**config.mk**
```make
export PLATFORM = sky130hd
export DESIGN_NAME = ofd_out_arb_flat
export DESIGN_NICKNAME = d
export VERILOG_FILES = /design/src/rtl/ofd_arb_pkg.sv /design/src/rtl/ofd_out_arb_if.sv /design/src/rtl/ofd_out_reg.sv /design/src/rtl/ofd_out_arb.sv /design/src/flat_wrapper.sv
export SDC_FILE = /design/constraint.sdc
export NUM_CORES = 1
export LEC_CHECK = 0
export ABC_AREA = 1
export BUFFER_PORTS_ARGS = -buffer_cell sky130_fd_sc_hd__buf_2
export CAP_MARGIN = 25
export CORE_ASPECT_RATIO = 0.7
export CORE_UTILIZATION = 45
export CTS_BUF_LIST = sky130_fd_sc_hd__clkbuf_2
export CTS_CLUSTER_DIAMETER = 50
export CTS_CLUSTER_SIZE = 10
export DETAILED_ROUTE_END_ITERATION = 16
export MAX_ROUTING_LAYER = met4
export PLACE_DENSITY = 0.71
export SETUP_SLACK_MARGIN = 0.15
export SYNTH_ARGS = -nofsm -noshare
export SYNTH_HDL_FRONTEND = slang
export SYNTH_SLANG_ARGS = --single-unit
export TNS_END_PERCENT = 50
```
**constraint.sdc**
```tcl
create_clock -name CK -period 1.6 [get_ports CK]
set_clock_uncertainty 0.05 [all_clocks]
set_input_delay 0.08 -clock CK [delete_from_list [all_inputs] [get_ports CK]]
set_output_delay 0.08 -clock CK [all_outputs]
set_load 0.05 [all_outputs]
```
**src/rtl/ofd_arb_pkg.sv**
```systemverilog
// Shared types and the round-robin pick helper for the ofd_out_arb output arbiter.
package ofd_arb_pkg;

  localparam int MAX_N = 8;
  localparam int IDX_W = $clog2(MAX_N);

  typedef enum logic [1:0] {
    IDLE  = 2'd0,
    GRANT = 2'd1,
    GAP   = 2'd2
  } arb_state_t;

  // First requesting index at or above ptr, wrapping within n entries.
  function automatic logic [IDX_W-1:0] rr_pick(input logic [MAX_N-1:0] req,
                                               input logic [IDX_W-1:0] ptr,
                                               input int n);
    logic [IDX_W-1:0] pick;
    logic found;
    int idx;
    pick  = ptr;
    found = 1'b0;
    for (int k = 0; k < MAX_N; k++) begin
      idx = (int'(ptr) + k) % n;
      if (k < n && !found && req[idx]) begin
        pick  = IDX_W'(idx);
        found = 1'b1;
      end
    end
    return pick;
  endfunction

endpackage

```
**src/rtl/ofd_out_arb_if.sv**
```systemverilog
// Requester/arbiter bundle for ofd_out_arb: requests and data in, grant and output register out.
interface ofd_out_arb_if #(
  parameter int N = 3,
  parameter int W = 3
);
  localparam int OWN_W = (N > 1) ? $clog2(N) : 1;

  logic [N-1:0]     REQ;
  logic [N-1:0]     LAST;
  logic [N*W-1:0]   D;
  logic [N-1:0]     GNT;
  logic [N-1:0]     ACK;
  logic [OWN_W-1:0] OWNER;
  logic [W-1:0]     Q;
  logic             QV;
  logic             TOUT_ERR;

  modport master (
    output REQ, LAST, D,
    input  GNT, ACK, OWNER, Q, QV, TOUT_ERR
  );

  modport slave (
    input  REQ, LAST, D,
    output GNT, ACK, OWNER, Q, QV, TOUT_ERR
  );
endinterface

```
**src/rtl/ofd_out_reg.sv**
```systemverilog
// Shared OFD-style output flop bank: Q loads on a transfer, QV flags that edge.
module ofd_out_reg #(
  parameter int W = 3
) (
  input  logic         CK,
  input  logic         RST,
  input  logic         load,
  input  logic [W-1:0] d,
  output logic [W-1:0] q,
  output logic         qv
);

  logic [W-1:0] q_p1;
  logic         vld_p1;

  // Stage p1: single output register stage, cleared so no stale word survives reset.
  always_ff @(posedge CK or posedge RST) begin
    if (RST) begin
      q_p1   <= '0;
      vld_p1 <= 1'b0;
    end else begin
      vld_p1 <= load;
      if (load) q_p1 <= d;
    end
  end

  assign q  = q_p1;
  assign qv = vld_p1;

endmodule

```
**src/rtl/ofd_out_arb.sv**
```systemverilog
// Round-robin burst arbiter sharing one output flop bank between N requesters.
// Optional burst timeout enabled by defining OFD_ARB_TOUT_EN.
module ofd_out_arb
  import ofd_arb_pkg::*;
#(
  parameter int N       = 3,
  parameter int W       = 3,
  parameter int GAP_CYC = 1,
  parameter int MAX_BST = 16
) (
  input logic           CK,
  input logic           RST,
  ofd_out_arb_if.slave  bus
);

  localparam int OWN_W = (N > 1) ? $clog2(N) : 1;
  localparam logic [3:0] GAP_LAST = 4'((GAP_CYC > 0) ? GAP_CYC - 1 : 0);
  localparam logic [OWN_W-1:0] LAST_IDX = OWN_W'(N - 1);

  arb_state_t       state, state_n;
  logic [N-1:0]     gnt, gnt_n;
  logic [OWN_W-1:0] owner, owner_n;
  logic [OWN_W-1:0] ptr, ptr_n;
  logic [OWN_W-1:0] pick;
  logic [3:0]       gap_cnt, gap_n;
  logic             tout_hit;
  logic             load;
  logic [W-1:0]     sel_d;

`ifdef OFD_ARB_TOUT_EN
  localparam logic [7:0] BST_LAST = 8'(MAX_BST - 1);
  logic [7:0] bst_cnt, bst_n;
  logic       tout_err, tout_n;
  assign tout_hit = (bst_cnt == BST_LAST);
`else
  logic [7:0] unused_bst;
  assign unused_bst = 8'(MAX_BST);
  assign tout_hit   = 1'b0;
`endif

  // The scan starts at ptr, which always sits one past the previous owner.
  assign pick = OWN_W'(rr_pick(MAX_N'(bus.REQ), IDX_W'(ptr), N));

  always_comb begin
    sel_d = '0;
    for (int i = 0; i < N; i++) begin
      if (owner == OWN_W'(i)) sel_d = bus.D[i*W +: W];
    end
  end

  always_comb begin
    state_n = state;
    gnt_n   = gnt;
    owner_n = owner;
    ptr_n   = ptr;
    gap_n   = gap_cnt;
    load    = 1'b0;
`ifdef OFD_ARB_TOUT_EN
    bst_n   = bst_cnt;
    tout_n  = 1'b0;
`endif
    case (state)
      IDLE: begin
        if (|bus.REQ) begin
          gnt_n   = N'(1) << pick;
          owner_n = pick;
          ptr_n   = (pick == LAST_IDX) ? '0 : pick + 1'b1;
          state_n = GRANT;
`ifdef OFD_ARB_TOUT_EN
          bst_n   = '0;
`endif
        end
      end
      GRANT: begin
        load = bus.REQ[owner];
`ifdef OFD_ARB_TOUT_EN
        bst_n = bst_cnt + 8'd1;
`endif
        // LAST, a dropped request and a timeout all release at this same edge.
        if (!bus.REQ[owner] || bus.LAST[owner] || tout_hit) begin
          gnt_n   = '0;
          gap_n   = '0;
          state_n = (GAP_CYC == 0) ? IDLE : GAP;
`ifdef OFD_ARB_TOUT_EN
          tout_n  = tout_hit && bus.REQ[owner] && !bus.LAST[owner];
`endif
        end
      end
      GAP: begin
        if (gap_cnt == GAP_LAST) state_n = IDLE;
        else                     gap_n   = gap_cnt + 4'd1;
      end
      default: state_n = IDLE;
    endcase
  end

  always_ff @(posedge CK or posedge RST) begin
    if (RST) begin
      state   <= IDLE;
      gnt     <= '0;
      owner   <= '0;
      ptr     <= '0;
      gap_cnt <= '0;
    end else begin
      state   <= state_n;
      gnt     <= gnt_n;
      owner   <= owner_n;
      ptr     <= ptr_n;
      gap_cnt <= gap_n;
    end
  end

`ifdef OFD_ARB_TOUT_EN
  always_ff @(posedge CK or posedge RST) begin
    if (RST) begin
      bst_cnt  <= '0;
      tout_err <= 1'b0;
    end else begin
      bst_cnt  <= bst_n;
      tout_err <= tout_n;
    end
  end
  assign bus.TOUT_ERR = tout_err;
`else
  assign bus.TOUT_ERR = 1'b0;
`endif

  ofd_out_reg #(.W(W)) u_out (
    .CK   (CK),
    .RST  (RST),
    .load (load),
    .d    (sel_d),
    .q    (bus.Q),
    .qv   (bus.QV)
  );

  assign bus.GNT   = gnt;
  assign bus.ACK   = gnt & bus.REQ;
  assign bus.OWNER = owner;

endmodule

```
**src/flat_wrapper.sv**
```systemverilog
// flat-port wrapper written by rule: the top's interface ports become plain ports
module ofd_out_arb_flat import ofd_arb_pkg::*;
#(
  parameter int N       = 3,
  parameter int W       = 3,
  parameter int GAP_CYC = 1,
  parameter int MAX_BST = 16
)
  (CK, RST, bus_REQ, bus_LAST, bus_D, bus_GNT, bus_ACK, bus_OWNER, bus_Q, bus_QV, bus_TOUT_ERR);
  ofd_out_arb_if #(.N(N), .W(W)) bus_i ();
  input logic CK;
  input logic RST;
  input wire logic [$bits(bus_i.REQ)-1:0] bus_REQ;
  input wire logic [$bits(bus_i.LAST)-1:0] bus_LAST;
  input wire logic [$bits(bus_i.D)-1:0] bus_D;
  output wire logic [$bits(bus_i.GNT)-1:0] bus_GNT;
  output wire logic [$bits(bus_i.ACK)-1:0] bus_ACK;
  output wire logic [$bits(bus_i.OWNER)-1:0] bus_OWNER;
  output wire logic [$bits(bus_i.Q)-1:0] bus_Q;
  output wire logic [$bits(bus_i.QV)-1:0] bus_QV;
  output wire logic [$bits(bus_i.TOUT_ERR)-1:0] bus_TOUT_ERR;
  assign bus_i.REQ = bus_REQ;
  assign bus_i.LAST = bus_LAST;
  assign bus_i.D = bus_D;
  assign bus_GNT = bus_i.GNT;
  assign bus_ACK = bus_i.ACK;
  assign bus_OWNER = bus_i.OWNER;
  assign bus_Q = bus_i.Q;
  assign bus_QV = bus_i.QV;
  assign bus_TOUT_ERR = bus_i.TOUT_ERR;
  ofd_out_arb #(.N(N), .W(W), .GAP_CYC(GAP_CYC), .MAX_BST(MAX_BST)) u_core (.CK(CK), .RST(RST), .bus(bus_i));
endmodule
```
* Word-level counts from Yosys, hierarchy flattened *
Index checks and enable logic that the tools add are counted.

word-level totals
  register bits = 17
  output and inout bits = 13
  input bits = 17
  logic and storage cells = 78

operators by class
  mux-type cells = 33
  shift operators = 1
  bitwise gates (word level) = 1
  add/sub/neg operators = 4
  equal/unequal tests = 9
  magnitude comparators = 4
  divide/modulo/power cells = 3
  reductions and logical operators = 16

operators by type and width
  cell                     count
  $lt A32 B5 Y1 const B    3
  $mod A32 B3 Y32 const B  2
  $mod A3 B3 Y32 const B   1
  $mux W3                  5
  $mux W2                  7
  $mux W1                  11
  $bmux W1 S3              3
  $reduce_and A3 Y1        3
  $mux W4                  2
  $pmux W4 S2              1
  $eq A2 B2 Y1 const B     3
  $ne A2 B1 Y1 const B     3
  $pmux W2 S3              1
  $pmux W3 S2              1
  $add A4 B1 Y4 const B    1
  $bmux W1 S2              2
  $eq A2 B1 Y1 const B     2
  $logic_not A2 Y1         2
  $logic_not A4 Y1         1
  $reduce_bool A2 Y1       2
  $add A2 B1 Y3 const B    1
  $add A2 B2 Y3 const B    1
  $and A3 B3 Y3            1
  $logic_not A1 Y1         3
  other kinds (8)          9

* Longest topological paths before layout *
Gate-level depths: netlist (run 1).

  depth in word-level cells = 14
  depth in mapped cells = 14
  mapped depth without buffers = 14

* Cells and area by module *
Synthesis (run 1) repeated with hierarchy kept, for this count alone.

second synthesis, totals
  cells, all modules = 182
  area total of the unflattened synthesis = 1318.8 um^2

modules (own cells, without submodules)
  module       sequential area each (um^2)  cells each  area each (um^2)  instances
  ofd_out_arb  325.3                        167         1177.4            1
  ofd_out_reg  100.1                        15          141.4             1

* Least setup slack after synthesis (run 1) *
Ideal clock, no wire load.

  path kind = register to register
  start point = register u_core.ptr[1]
  end point = register u_core.ptr[0]
  arrival time = 1626 ps
  cell stages (with the launch flop) = 14
  path buffers = 0
  clock period less this slack = 1794 ps
  required time = 1432 ps
  setup time = 118 ps
  path slack = -194 ps
  cells stage by stage = dfrtp_1 -> inv_1 -> ha_1 -> inv_2 -> nand2_1 -> nand3_1 -> nand2_2 -> nand2_2 -> nand2_4 -> inv_2 -> nand2_1 -> nand2_2 -> nand3_1 -> nand2_1

on the way
  word-level cells in the longest chain between the ends = 13
  elaborated cells on any way between the ends = 26

RTL lines
  element                                                   RTL line            text
  start: declaration                                        ofd_out_arb.sv:23   logic [OWN_W-1:0] ptr, ptr_n;
  start signal: assignment                                  ofd_out_arb.sv:108  ptr <= ptr_n;
  branches (longest 10 deep; another with $mod A32 B3 Y32)  --
  $mux W2 (*)                                               ofd_arb_pkg.sv:24   if (k < n && !found && req[idx]) begin
  $add A2 B1 Y2 / $eq A2 B2 Y1 (equally long branches)      ofd_out_arb.sv:67   ptr_n = (pick == LAST_IDX) ? '0 : pick + 1'b1;
  $mux W2 (*)                                               ofd_out_arb.sv:67

Every way passes the cells marked *. The select of a mux whose other input is x is not followed.
A chain may end at the register's enable or synchronous reset.

* Final worst setup path (run 1) *
  start point = register u_core.ptr[1]
  end point = register u_core.gnt[1] (netlist: u_core.bus.GNT[1])

on the way
  word-level cells in the longest chain between the ends = 14
  elaborated cells on any way between the ends = 26

RTL lines
  element                                                   RTL line            text
  branches (longest 10 deep; another with $mod A32 B3 Y32)  --
  $mux W2 (*)                                               ofd_arb_pkg.sv:24
  $shl A1 B2 Y3 (*)                                         ofd_out_arb.sv:65   gnt_n = N'(1) << pick;
  $mux W3 (*)                                               ofd_out_arb.sv:64   if (|bus.REQ) begin
  $pmux W3 S2 (*)                                           ofd_out_arb.sv:62   case (state)
  end signal: assignment                                    ofd_out_arb.sv:106  gnt <= gnt_n;
  end: declaration                                          ofd_out_arb.sv:21   logic [N-1:0] gnt, gnt_n;

Marked as above.

==> metrics list, run 1 <==
- Summing the areas of all fa, ha and maj instances in the mapped netlist gives 12.88% of the synthesized area.
- In this run, synthesis produced a sequential element count of 17.
* Commonest cells after routing, fill and taps aside: nand2_1 (47), buf_2 (28), buf_4 (18), inv_1 (16)
* Routed vias: 1,409
* Number of remaining DRC errors: 0
- The floorplan step set the die height to 48.00 um.
- Maximum fanout along the worst path: 6
* Share of synthesized area spent on multiplexers: 0%
- Slowest cell on the critical path: dfrtp_2
* Share of synthesized area occupied by flip-flops and latches: 31.28%
- Global routing usage summed across all routing layers: 24.06%
* Met3 track demand over resource in global routing: 5.714%
- Peak supply drop: 0.8868 mV
* Largest net degree at the start of global routing: 18
- After detailed routing, the average wire length per cell comes to 12.96 um.
- The final reports fail on negative setup slack.
* Ys Warns: 0
- Summed over all failing endpoints, the final setup total negative slack is -1.663 ns.
* Placeable core region: 2843 um^2
- Number of hold-slack violations in the final timing report: 0
* Internal power: 1.880 mW
* Final critical-path required period: 1.876 ns
- At the worst endpoint, the arrival time is 2.08 ns.
- Clock tree synthesis selected as its root buffer the cell clkbuf_2.
- In the post-route analysis, the smallest setup slack over all paths is -0.2757 ns.
- Row cnt: 16
* Cells along the critical path: inv_4 > ha_4 > inv_4 > nand2_2 > nand3_2 > nand2_4 > nand2_2 > nand2_4 > nor2_4 > a21oi_4 > nand3_2 > nand2_1
- Once placement finished, the instance area stood at 1663 um^2.
* Synthesized-area fraction occupied by and/or/nand/nor cells: 38.82%
- Overall power: 4.170 mW
- The mapped netlist covers 1360 um^2.
- Worst hold-check path type: in -> reg
- Number of cells in the design after placement: 259
- The worst pin sits at a relative slew slack of 54.43%.
- Detailed Routing Iterations Pass 1: 4
- Element type at the critical path start: register
* Count of unique library cells instantiated by Yosys: 26
* Gate count after technology mapping: 185
- Power per unit of standard cell area: 2120 nW/um^2
* Global-route wire length before repair: 5.361 mm
* Level count of the clock H-tree: 1
- I/O pin total: 30
* Crit path capture type: register
- Part of the total power dissipated in the clock network: 5.0%
* Static leakage power: 1.058 nW
- The number of antenna violations at the first check in global routing was 0.
* Transition time of the tightest slew-check pin: 0.6828 ns
* Most Crowded Layer GR: met2
- 0 antenna diodes ended up in the layout.
- Port-buffer cells: 28
- Share of total power consumed by net switching: 54.92%
* Proportion of power drawn by flip-flops and latches: 18.4%
- TritonCTS Buffers: 3
- For met2 alone, demand over resource in global routing was 39.01%.
- Weighted congestion reported at the end of routability-driven placement: 0.8976
- Of the available clock period, the critical path in the final layout requires 117.2%.
* Final-stage net count: 277
- Setup violations remaining at the end of the flow were counted as 7.
* Post-route core utilization: 69.19%
* Via count of the first global-routing pass: 1,206
* Run status: finished, violations left
- Post-DRT Antenna Nets: 0
* Via density per instance: 5.014
- Share of post-route cells with drive strength above 1: 44.90%
- Combinational logic is responsible for 76.7% of the overall power.
- Hold is met by 0.2493 ns.
* Area grow syn2layout: 44.62%
* Worst Path Required: 1.80 ns
* DP Worst Slack: -0.2464 ns
- Violation count after the first detailed-routing iteration: 142
- Power dissipated by switching net loads: 2.291 mW
- Clock tree from TritonCTS: done
* Total count of max-transition violations in the final report: 0
* Non-filler cells, final: 281
* Latest clock arrival within the worst-skew pair: 0.32 ns
- Synthesized Nets: 216
- The tool flagged a number of max-cap violations equal to 0.
- Global-route met1 utilization: 31.48%
- The largest single stage delay on the critical path is 0.50 ns.
* Initial core utilization: 47.84%
- Die X-Extent: 67.71 um
- Setup repair after global routing could not meet its margin everywhere.
- The synthesized netlist devotes 0.6440% of its cell area to XOR and XNOR gates.
- GRT Residual Overflow: 0
- Detailed-route wire length: 3.643 mm
* Average cell area after synthesis: 7.352 um^2
- The die covers 3250 um^2.
* HPWL after detailed placement: 2.377 mm
- In this run the deepest clock path goes through 2 buffers.
- The synthesized netlist devotes 7.360% of its cell area to compound gates.
* Final cell area excluding filler cells: 1967 um^2
- The worst setup path is of the reg -> reg kind.
- Number of clock sinks seen by CTS: 17
* Largest family of logic cells by synthesized area: simple AND/OR/NAND/NOR gates
- Fmax: 533.1 MHz
- Commonest non-fill, non-tap cell in the layout: nand2_1
- After clock tree synthesis, the clock-pin slew on the worst setup and hold paths is 0.20 ns.
## metal layers
layer / routed length (um) / vias to the layer above / part of all wire (%)
met3: 213 / 0 / 5.8
met4: 0 / 0 / 0
met1: 1769 / 650 / 49
li1: - / 711 / -
met5: 0 / - / 0
met2: 1661 / 48 / 46
## critical path, delay by kind of cell, from the launching register on
kind / cells / cell delay (ns)
AND/OR/NAND/NOR: 8 / 0.65
buffers and inverters: 2 / 0.13
flip-flops: 1 / 0.50
adder cells (fa/ha/maj): 1 / 0.31
AO/OA/AOI/OAI: 1 / 0.15
## cell type report
type / count / area [um^2]
clock buffer: 3 / 15.01
clock inverter: 1 / 5.005
fill: 220 / 875.8
inverter: 29 / 121.4
multi-input combinational: 138 / 963.4
sequential: 17 / 430.4
tap: 36 / 45.04
timing repair buffer: 57 / 386.6
## power by group through the flow
stage | Combinational, mW | Clock [mW] | Sequential, mW
2_1_floorplan | 1.63 | 0 | 1.05
3_3_place_gp | 2.59 | 0 | 0.750
3_5_place_dp | 2.60 | 0 | 0.756
4_1_cts | 2.78 | 0.211 | 0.768
5_1_grt | 3.48 | 0.239 | 0.785
6_report | 3.20 | 0.207 | 0.767
## path summary, 6_finish.rpt
path | start | to | slack, ns | depth (start not counted)
setup / recovery | u_core.ptr[1]$_DFFE_PP0P_ | u_core.bus.GNT[1]$_DFFE_PP0P_ | -0.28 | 12
hold reg to reg | u_core.bus.GNT[1]$_DFFE_PP0P_ | u_core.bus.GNT[1]$_DFFE_PP0P_ | 0.48 | 2
setup reg to reg | u_core.ptr[1]$_DFFE_PP0P_ | u_core.bus.GNT[1]$_DFFE_PP0P_ | -0.28 | 12
max in group asynchronous | RST | u_core.ptr[0]$_DFFE_PP0P_ | 0.67 | 3
hold / removal | bus_LAST[2] | u_core.gap_cnt[3]$_DFFE_PP0P_ | 0.25 | 6
min in group asynchronous | RST | u_core.u_out.q[1]$_DFFE_PP0P_ | 0.33 | 3
## Yosys cell counts
cell       n  area [um^2]
ha_1      14        175.2
buf_4      1        7.510
nand3b_1   1        7.510
nand2_2    7        43.79
inv_4      1        6.260
inv_1     21        78.83
nand2_1   55        206.5
a41oi_1    3        26.28
nand3_1   19        95.09
a31oi_1    1        6.260
a21oi_1    2        10.01
nand4_1    5        31.28
nor2_4     3        33.78
nand2_4    2        22.52
o21ai_0    4        20.02
dfrtp_1   17        425.4
a21oi_2    1        8.760
nor2_2     2        12.51
xor2_1     1        8.760
nor2_1     6        22.52
or2_2      2        12.51
o21ai_1    4        20.02
conb_1     1        3.750
inv_2      7        26.28
nand3_2    4        40.04
o21ai_2    1        8.760
## logic make-up after synthesis
| logic type | count (synthesis) |
|---|---|
| simple gates | 106 |
| flops | 17 |
| compound gates | 16 |
| fa+ha+maj | 14 |
| buf+inv | 30 |
| other cells | 1 |
| xor+xnor | 1 |
## timing repair
action                                  CTS  global route
pin swaps                                13            18
setup buffers                             1             7
gates resized for setup                  13            21
endpoints found under the hold margin    20             0
endpoints found under the setup margin   12            16
hold buffers                             10             0
cloned                                    0             0
## sequential cells by signal, summed over array words and instances (netlist names)
| signal | flops |
|---|---|
| u_core.u_out.qv | 1 |
| u_core.u_out.q | 3 |
| u_core.ptr | 2 |
| u_core.bus.GNT | 3 |
| u_core.state | 2 |
| u_core.gap_cnt | 4 |
| u_core.bus.OWNER | 2 |
Power figures use the tool's default switching activity.
==> run 2, diff against run 1 <==
CTS_BUF_LIST = sky130_fd_sc_hd__clkbuf_4 sky130_fd_sc_hd__clkbuf_8   (was sky130_fd_sc_hd__clkbuf_2)
REMOVE_ABC_BUFFERS = 1   (was unset)
==> run 2 against run 1 <==
  * The run still ends with negative setup slack left
  * Critical endpoint is now u_core.bus.OWNER[1]$_DFFE_PP0P_
  * Sequential share of layout area is essentially flat
  * Via count grew 1.4%
  * Largest cell class unchanged
  * Clock-buffer cell count is the same
  * Routed wire length grew 7.9%
  * Sequential cell count is the same
  * Global-route usage is essentially flat
==> metrics list, run 2 (synthesized netlist as in run 1, its figures left out) <==
- Overall power: 4.475 mW (+7.3%)
- The sequential cell area is 429.2 um^2 (-0.29%).
- Worst Slack Setup Final: -0.2619 ns (+0.01374 ns)
- Met3 track demand over resource in global routing: 5.714% (unchanged)
- The headroom to the max-slew limit is 54.32% (-0.11 points).
* Maximum fanout along the worst path: 6 (unchanged)
- Multi-input gate area: 977.2 um^2 (+1.4%)
- The total via count after detailed routing came to 1,429 (+1.4%).
- Commonest cells after routing, fill and taps aside: nand2_1 (50), buf_2 (28), buf_4 (20), inv_1 (16), dfrtp_1 (14)
* Final Setup Violations: 7 (unchanged)
- Transition time of the tightest slew-check pin: 0.6845 ns (+0.001690 ns)
- The worst path required time was 1.73 ns (-0.07 ns).
- Ranked by flip-flop count, first place goes to u_core.gap_cnt.
* Clock tree from TritonCTS: done
- The top-level I/O count is 30 (unchanged).
- Run status: finished, violations left
* Non-filler cells, final: 277 (-1.4%)
* Internal reg-to-reg setup slack: -0.26 ns (about the same)
* Fmax: 537.1 MHz (+0.74%)
- The final non-filler cell area is 1962 um^2 (-0.25%).
- The global router's overall resource usage is 24.06% (about the same).
- The utilization after layout is 69.01% (-0.18 points).
* Count of cells along the worst hold path: 3 (-3)
* Via count of the first global-routing pass: 1,124 (-6.8%)
- Count of filler cells inserted in the layout: 206 (-6.4%)
* Average wire per cell in the routed design: 14.19 um (+9.5%)
* Min-Delay Startpoint: bus_D[1]
- The vias per cell came to 5.159 (+2.9%).
- The total wire length after detailed routing was 3.931 mm (+7.9%).
- Number of maximum-capacitance violations: 0 (unchanged)
* Clock-pin slew reported for the worst setup and hold paths after clock tree synthesis: 0.07 ns (-0.13 ns)
* Worst setup path class: reg -> reg
* Port-buffer cells: 28 (unchanged)
* Global-route met1 utilization: 32.01% (+0.53 points)
- Static leakage power: 1.045 nW (-1.2%)
- In this run the critical register-to-register path is launched from u_core.ptr[1]$_DFFE_PP0P_.
* Number of clock sinks seen by CTS: 17 (unchanged)
- The clock latency on the worst-skew pair was 0.26 ns (-0.06 ns).
- The worst setup path is captured at a register.
- Crit Reg-Reg Endpoint: u_core.bus.OWNER[1]$_DFFE_PP0P_
* Global-route wire length before repair: 5.347 mm (-0.26%)
- Level count of the clock H-tree: 1 (unchanged)
* End of the worst hold path: u_core.u_out.q[1]$_DFFE_PP0P_
- The width of the die came to 67.71 um (unchanged).
* Number of hold-slack violations in the final timing report: 0 (unchanged)
* Initial core utilization: 47.84% (unchanged)
- Worst hold-check path type: in -> reg
* Number of cells in the design after placement: 264 (+1.9%)
- Number of cells on the worst reg-to-reg path: 12 (unchanged)
- The arrival time reported for the critical path endpoint was 1.99 ns (-0.09 ns).
- The flip-flop count of the largest register after layout came to 4 (unchanged).
- HPWL after detailed placement: 2.518 mm (+5.9%)
- From synthesis to final layout, the design area changed by 44.25%.
- The site row count is 16 (unchanged).
- Final critical-path required period: 1.862 ns (-0.01374 ns)
* Largest net degree at the start of global routing: 18 (unchanged)
- Final-stage net count: 273 (-1.4%)
- The period utilization is 116.4% (-0.86 points).
- Setup repair after global routing could not meet its margin everywhere.
- The antenna cell count was 0 (unchanged).
* Peak supply drop: 0.7495 mV (-15%)
* Violation count after the first detailed-routing iteration: 77 (-46%)
- In this run the most used layer during global routing was met2.
* GR Util met2: 35.84% (-3.2 points)
* Share of post-route cells with drive strength above 1: 48.55% (+3.6 points)
- The core area is 2843 um^2 (unchanged).
- The count of TritonRoute iterations in the first routing pass is 5 (+1).
* Worst hold margin: 0.05043 ns (-0.1989 ns)
- Height of the die: 48.00 um (unchanged)
- The number of antenna violations at the first check in global routing is 0 (unchanged).
* Commonest non-fill, non-tap cell in the layout: nand2_1
- Die area: 3250 um^2 (unchanged)
* Weighted congestion reported at the end of routability-driven placement: 0.8069 (-10%)
* Total count of max-transition violations in the final report: 0 (unchanged)
- Number of remaining DRC errors: 0 (unchanged)
- TritonCTS Buffers: 3 (unchanged)
- Cell at the root of the clock tree: clkbuf_8
* Buffers from clock root to sink, at most: 2 (unchanged)
- The checks that failed: negative setup slack.
* Post-DRT Antenna Nets: 0 (unchanged)
- The area after detailed placement was 1658 um^2 (-0.30%).
* Power per unit of standard cell area: 2281 nW/um^2 (+7.6%)
- STA classifies the critical path startpoint as a register.
- The final global-route overflow total is 0 (unchanged).
## run 2: cell types whose count changed in the layout (fill, tap and decap cells not counted), moves of 2 or more
cell	change
nand2_1	+3
ha_2	+3
nand3_2	+3
o21ai_1	+2
clkbuf_8	+3
buf_4	+2
buf_6	+3
clkbuf_2	-3
nand2_2	-2
dlygate4sd3_1	-9
ha_1	-4
nand3_1	-3
## run 2: worst max-delay path: stages (launching register included)
cell and delay, ns:
dfrtp_1 0.43, inv_2 0.13, ha_4 0.24, buf_6 0.12, nand3_2 0.06, nand3_2 0.09, nor2_4 0.13, nand2_4 0.10
nor2_4 0.17, inv_2 0.05, nand2_2 0.06, nand2_1 0.06, o21ai_1 0.08
## run 2: worst max-delay path by stage
stage	startpoint	slack (ns)	to
after floorplan	u_core.ptr[1]$_DFFE_PP0P_	-0.19	u_core.ptr[0]$_DFFE_PP0P_
after global placement	u_core.ptr[0]$_DFFE_PP0P_	-0.28	u_core.ptr[0]$_DFFE_PP0P_
after detailed placement	u_core.ptr[0]$_DFFE_PP0P_	-0.31	u_core.ptr[0]$_DFFE_PP0P_
after CTS	u_core.ptr[0]$_DFFE_PP0P_	-0.21	u_core.bus.GNT[1]$_DFFE_PP0P_
after global routing	u_core.ptr[1]$_DFFE_PP0P_	-0.38	u_core.ptr[0]$_DFFE_PP0P_
final	u_core.ptr[1]$_DFFE_PP0P_	-0.26	u_core.bus.OWNER[1]$_DFFE_PP0P_
## run 2: layout make-up
cell class                 instances  share of cell area, %
clock inverter                     1                 0.2551
multi-input combinational        138                  49.81
clock buffer                       3                  2.105
inverter                          29                  6.059
timing repair buffer              53                  17.60
tap                               36                  2.296
sequential                        17                  21.88
## run 2: power breakdown
| group | switching, mW | leakage (nW) | internal, mW |
|---|---|---|---|
| sequential | 0.156 | 0.214 | 0.603 |
| clock | 0.168 | 0.0255 | 0.173 |
| combinational | 2.08 | 0.806 | 1.29 |
## run 2: repair_timing
action / in CTS / in global routing
buffers inserted: 4 / 4
endpoints found under the setup margin: 15 / 16
endpoints found under the hold margin: 17 / 0
pin swaps: 10 / 19
resized for setup: 22 / 29
hold buffers: 1 / 0
## run 2: metrics by stage
step	setup WS [ns]	TNS, ns
3_3_place_gp	-0.2762	-1.779
3_5_place_dp	-0.3081	-1.953
2_1_floorplan	-0.1935	-1.692
5_1_grt	-0.3775	-2.468
6_report	-0.2619	-1.722
4_1_cts	-0.2089	-1.289
## run 2: routing by layer
layer | share of wire, % | vias to the layer above | routed length [um]
li1 | - | 698 | -
met5 | 0 | - | 0
met2 | 45 | 75 | 1788
met3 | 8.3 | 6 | 326
met4 | 0.94 | 0 | 37
met1 | 45 | 650 | 1778
==> run 3, diff against run 2 <==
SYNTH_HIERARCHICAL = 1   (was unset)
==> run 3 against run 2 <==
  * The flow still finishes with violations (negative setup slack)
  * Via count fell by 5.7%
  * Worst hold slack better by 0.054 ns
  * Sequential power decreased by 4.5%
  * Sequential cell count unchanged
  * Register-to-register slack improved by 0.08 ns
  * Combinational power down 12%
  * Maximum frequency rose by 4.3%
  * Synthesized area decreased by 3.0%
  * Global-route usage decreased by 2.8 points
  * Non-clock buffer count rose by 1
  * Power fell by 10%
  * Clock power is 2% lower
  * Largest power group unchanged
==> metrics list, run 3 <==
* Run status: finished, violations left
- Violated checks: negative setup slack
- The global router's overall resource usage is 21.28% (-2.8 points).
- I/O pin total: 30 (unchanged)
- HPWL after detailed placement: 2.423 mm (-3.8%)
- The share of Yosys cell area claimed by the top area cell type is 32.26% (+0.98 points).
- Fmax: 560.4 MHz (+4.3%)
- The first-pass GRT wire length came to 4.733 mm (-11%).
- Area grow syn2layout: 44.97%
* Wire length on met3: 279 um (-14%)
- Final-stage net count: 267 (-2.2%)
- The clock transition at the register clock pins on the worst setup and hold paths after CTS came to 0.06 ns (about the same).
* Worst hold-check path type: in -> reg
- Peak supply drop: 1.077 mV (+44%)
* Unrepaired setup endpoints after global routing: true
* Maximum fanout along the worst path: 5 (-1)
- Crit path capture type: register
- Crit Reg-Reg Endpoint: u_core/ptr[0]$_DFFE_PP0P_
- The number of hold violations in the final report came to 0 (unchanged).
* Number of remaining DRC errors: 0 (unchanged)
- The post-synthesis instance area is 1319 um^2 (-3.0%).
* Static leakage power: 1.034 nW (-1.1%)
- TritonCTS built the clock tree.
- Part of the total power dissipated in the clock network: 8.3% (+0.7 points)
- The combinational power share is 73.6% (-1.8 points).
* Height of the die: 47.29 um (-1.5%)
* Power dissipated by switching net loads: 2.077 mW (-14%)
* Source of the worst register-to-register timing path: u_core/ptr[1]$_DFFE_PP0P_
- The placer congestion estimate was 0.9283 (+15%).
- Final Setup Violations: 7 (unchanged)
* Violation count after the first detailed-routing iteration: 81 (+5.2%)
- The starting utilization of the core area is 47.39% (-0.45 points).
* Max reg flops: 4 (unchanged)
* Level count of the clock H-tree: 1 (unchanged)
* Share of post-route cells with drive strength above 1: 49.79% (+1.2 points)
- Worst setup path class: reg -> reg
- Worst Slack Setup Final: -0.1846 ns (+0.07736 ns)
* Row cnt: 16 (unchanged)
* Async S/R FF share, synth: 100.0% (unchanged)
- The total via count after detailed routing was 1,348 (-5.7%).
- Proportion of power drawn by flip-flops and latches: 18.0% (+1.0 points)
* Antenna violations before repair: 0 (unchanged)
- Routed length on met1: 1.609 mm (-9.5%)
- Port-buffer cells: 28 (unchanged)
* Worst Path Required: 1.69 ns (-0.04 ns)
* DP Worst Slack: -0.3114 ns (-0.003281 ns)
* Largest net degree at the start of global routing: 14 (-4)
- Die X-Extent: 66.71 um (-1.5%)
- The warning count from the yosys run was 6 (+6).
* Via density per instance: 4.902 (-5.0%)
- Crit path DAT: 1.87 ns (-0.12 ns)
* Most frequently used cell type in the post-synthesis netlist: nand2_1
* Most common flop cell mapped by yosys: dfrtp_1
* Element type at the critical path start: register
* Synth top cells by count: nand2_1 (69), inv_1 (18), dfrtp_1 (17)
- The worst reg2reg path depth is 11 (-1).
- The minimum setup slack among reg-to-reg paths is -0.18 ns (+0.08 ns).
* Final Cycle Share: 111.5% (-4.8 points)
- Average cell area after synthesis: 7.246 um^2 (-1.4%)
* Gate count after technology mapping: 182 (-1.6%)
* Share of total power consumed by net switching: 51.67% (-2.1 points)
- The power per standard cell area was 2103 nW/um^2 (-7.8%).
- TritonCTS Buffers: 3 (unchanged)
- The routed length on met2 is 1.366 mm (-24%).
- Count of cells along the worst hold path: 5 (+2)
* Count of unique library cells instantiated by Yosys: 23 (-12%)
- Min-Delay Startpoint: bus_D[1]
- Number of clock sinks seen by CTS: 17 (unchanged)
- Flops & latches, synth: 17 (unchanged)
- The count of TritonRoute iterations in the first routing pass was 4 (-1).
- The sum of negative setup slack was -1.102 ns (+0.6200 ns).
* Yosys top cell by area: dfrtp_1
- The maximum clock insertion buffer count is 2 (unchanged).
* End of the worst hold path: u_core/u_out/q[1]$_DFFE_PP0P_
* Non-filler cells, final: 275 (-0.72%)
- Internal power: 1.943 mW (-6.2%)
- The wire length per cell after detailed routing is 11.96 um (-16%).
- Placeable core region: 2783 um^2 (-2.1%)
- Number of maximum-capacitance violations: 0 (unchanged)
- Post-DRT Antenna Nets: 0 (unchanged)
- Detailed-route wire length: 3.288 mm (-16%)
* Most flop-heavy register: u_core/gap_cnt
- The clock latency on the worst-skew pair was 0.25 ns (about the same).
* Number of cells in the design after placement: 263 (-0.38%)
* Total count of max-transition violations in the final report: 0 (unchanged)
- Leaving out fill and tap cells, the most frequent cells in the layout are nand2_1 (60), buf_2 (28), buf_4 (23), dfrtp_1 (16), inv_1 (14).
* Share of synthesized area occupied by flip-flops and latches: 32.26% (+0.98 points)
* EDFF count, synth: 0 (unchanged)
- The tree is rooted in a clkbuf_8.
* Final critical-path required period: 1.785 ns (-0.07736 ns)
- The antenna cell count was 0 (unchanged).
* Commonest non-fill, non-tap cell in the layout: nand2_1
- The highest layer touched by signal routing is met4.
* Via count of the first global-routing pass: 1,033 (-8.1%)
- Leading post-synthesis cells by cell area: dfrtp_1 (32%), nand2_1 (20%), ha_1 (9.5%)
- The final global-route overflow total was 0 (unchanged).
- The utilization after layout is 68.71% (-0.31 points).
- The area enclosed by the die boundary was 3154 um^2 (-2.9%).
## run 3: area by class of cell
| cell class | count | area, um^2 |
|---|---|---|
| Clock buffer | 4 | 48.80 |
| Sequential cell | 17 | 426.7 |
| Fill cell | 215 | 870.8 |
| Inverter | 25 | 103.9 |
| Tap cell | 36 | 45.04 |
| Multi-Input combinational cell | 139 | 942.2 |
| Timing Repair Buffer | 54 | 345.3 |
## run 3: worst max-delay path by stage
| stage | start | end | slack [ns] | cells after the start |
|---|---|---|---|---|
| after floorplan | u_core/ptr[0]$_DFFE_PP0P_ | u_core/bus.GNT[2]$_DFFE_PP0P_ | -0.16 | 12 |
| after global placement | u_core/ptr[0]$_DFFE_PP0P_ | u_core/ptr[0]$_DFFE_PP0P_ | -0.24 | 12 |
| after detailed placement | u_core/ptr[1]$_DFFE_PP0P_ | u_core/ptr[0]$_DFFE_PP0P_ | -0.31 | 12 |
| after CTS | u_core/ptr[0]$_DFFE_PP0P_ | u_core/ptr[0]$_DFFE_PP0P_ | -0.15 | 11 |
| after global routing | u_core/ptr[0]$_DFFE_PP0P_ | u_core/ptr[0]$_DFFE_PP0P_ | -0.26 | 12 |
| final | u_core/ptr[1]$_DFFE_PP0P_ | u_core/ptr[0]$_DFFE_PP0P_ | -0.18 | 11 |
## run 3: logic make-up after synthesis
family | after synthesis | share of synthesized area (%)
simple gates | 119 | 45.73
compound gates | 9 | 4.554
fa+ha+maj | 10 | 9.488
other cells | 1 | 0.2844
buf+inv | 26 | 7.685
flops | 17 | 32.26
## run 3: per-layer routing
metal,track usage [%],vias to the layer above
met5,-,-
li1,-,685
met1,31.02,609
met3,5.583,5
met4,2.553,0
met2,29.90,49
## run 3: power by group through the flow
| stage | Clock, mW | Sequential (mW) | Combinational (mW) |
|---|---|---|---|
| detailed placement | 0 | 0.717 | 2.37 |
| floorplan | 0 | 0.998 | 1.38 |
| global route | 0.357 | 0.746 | 3.19 |
| global placement | 0 | 0.715 | 2.33 |
| CTS | 0.337 | 0.714 | 2.65 |
| finish | 0.335 | 0.725 | 2.96 |
## run 3: through the flow
step / area [um^2] / hold slack [ns] / power [mW]
floorplan: 1311 / -0.2039 / 2.377
global placement: 1632 / -0.07538 / 3.043
detailed placement: 1632 / -0.07641 / 3.091
CTS: 1794 / 0.1055 / 3.705
global route: 1912 / 0.1245 / 4.289
finish: 1912 / 0.1047 / 4.021
## run 3: critical path: stages, from the launching register on
cell and delay, ns:
dfrtp_1 0.40, buf_6 0.14, buf_4 0.13, ha_2 0.18, ha_4 0.16, inv_4 0.09
nand2_4 0.08, buf_4 0.15, nand3_2 0.07, nand2_2 0.08, nand3_2 0.08, nand2_1 0.06
## run 3: repair_timing
action / CTS / global route
gates cloned: 0 / 0
gates resized for setup: 22 / 21
pin swaps: 13 / 15
setup endpoints to repair: 8 / 15
setup buffers: 3 / 4
hold endpoints to repair: 17 / 0
hold buffers: 1 / 0
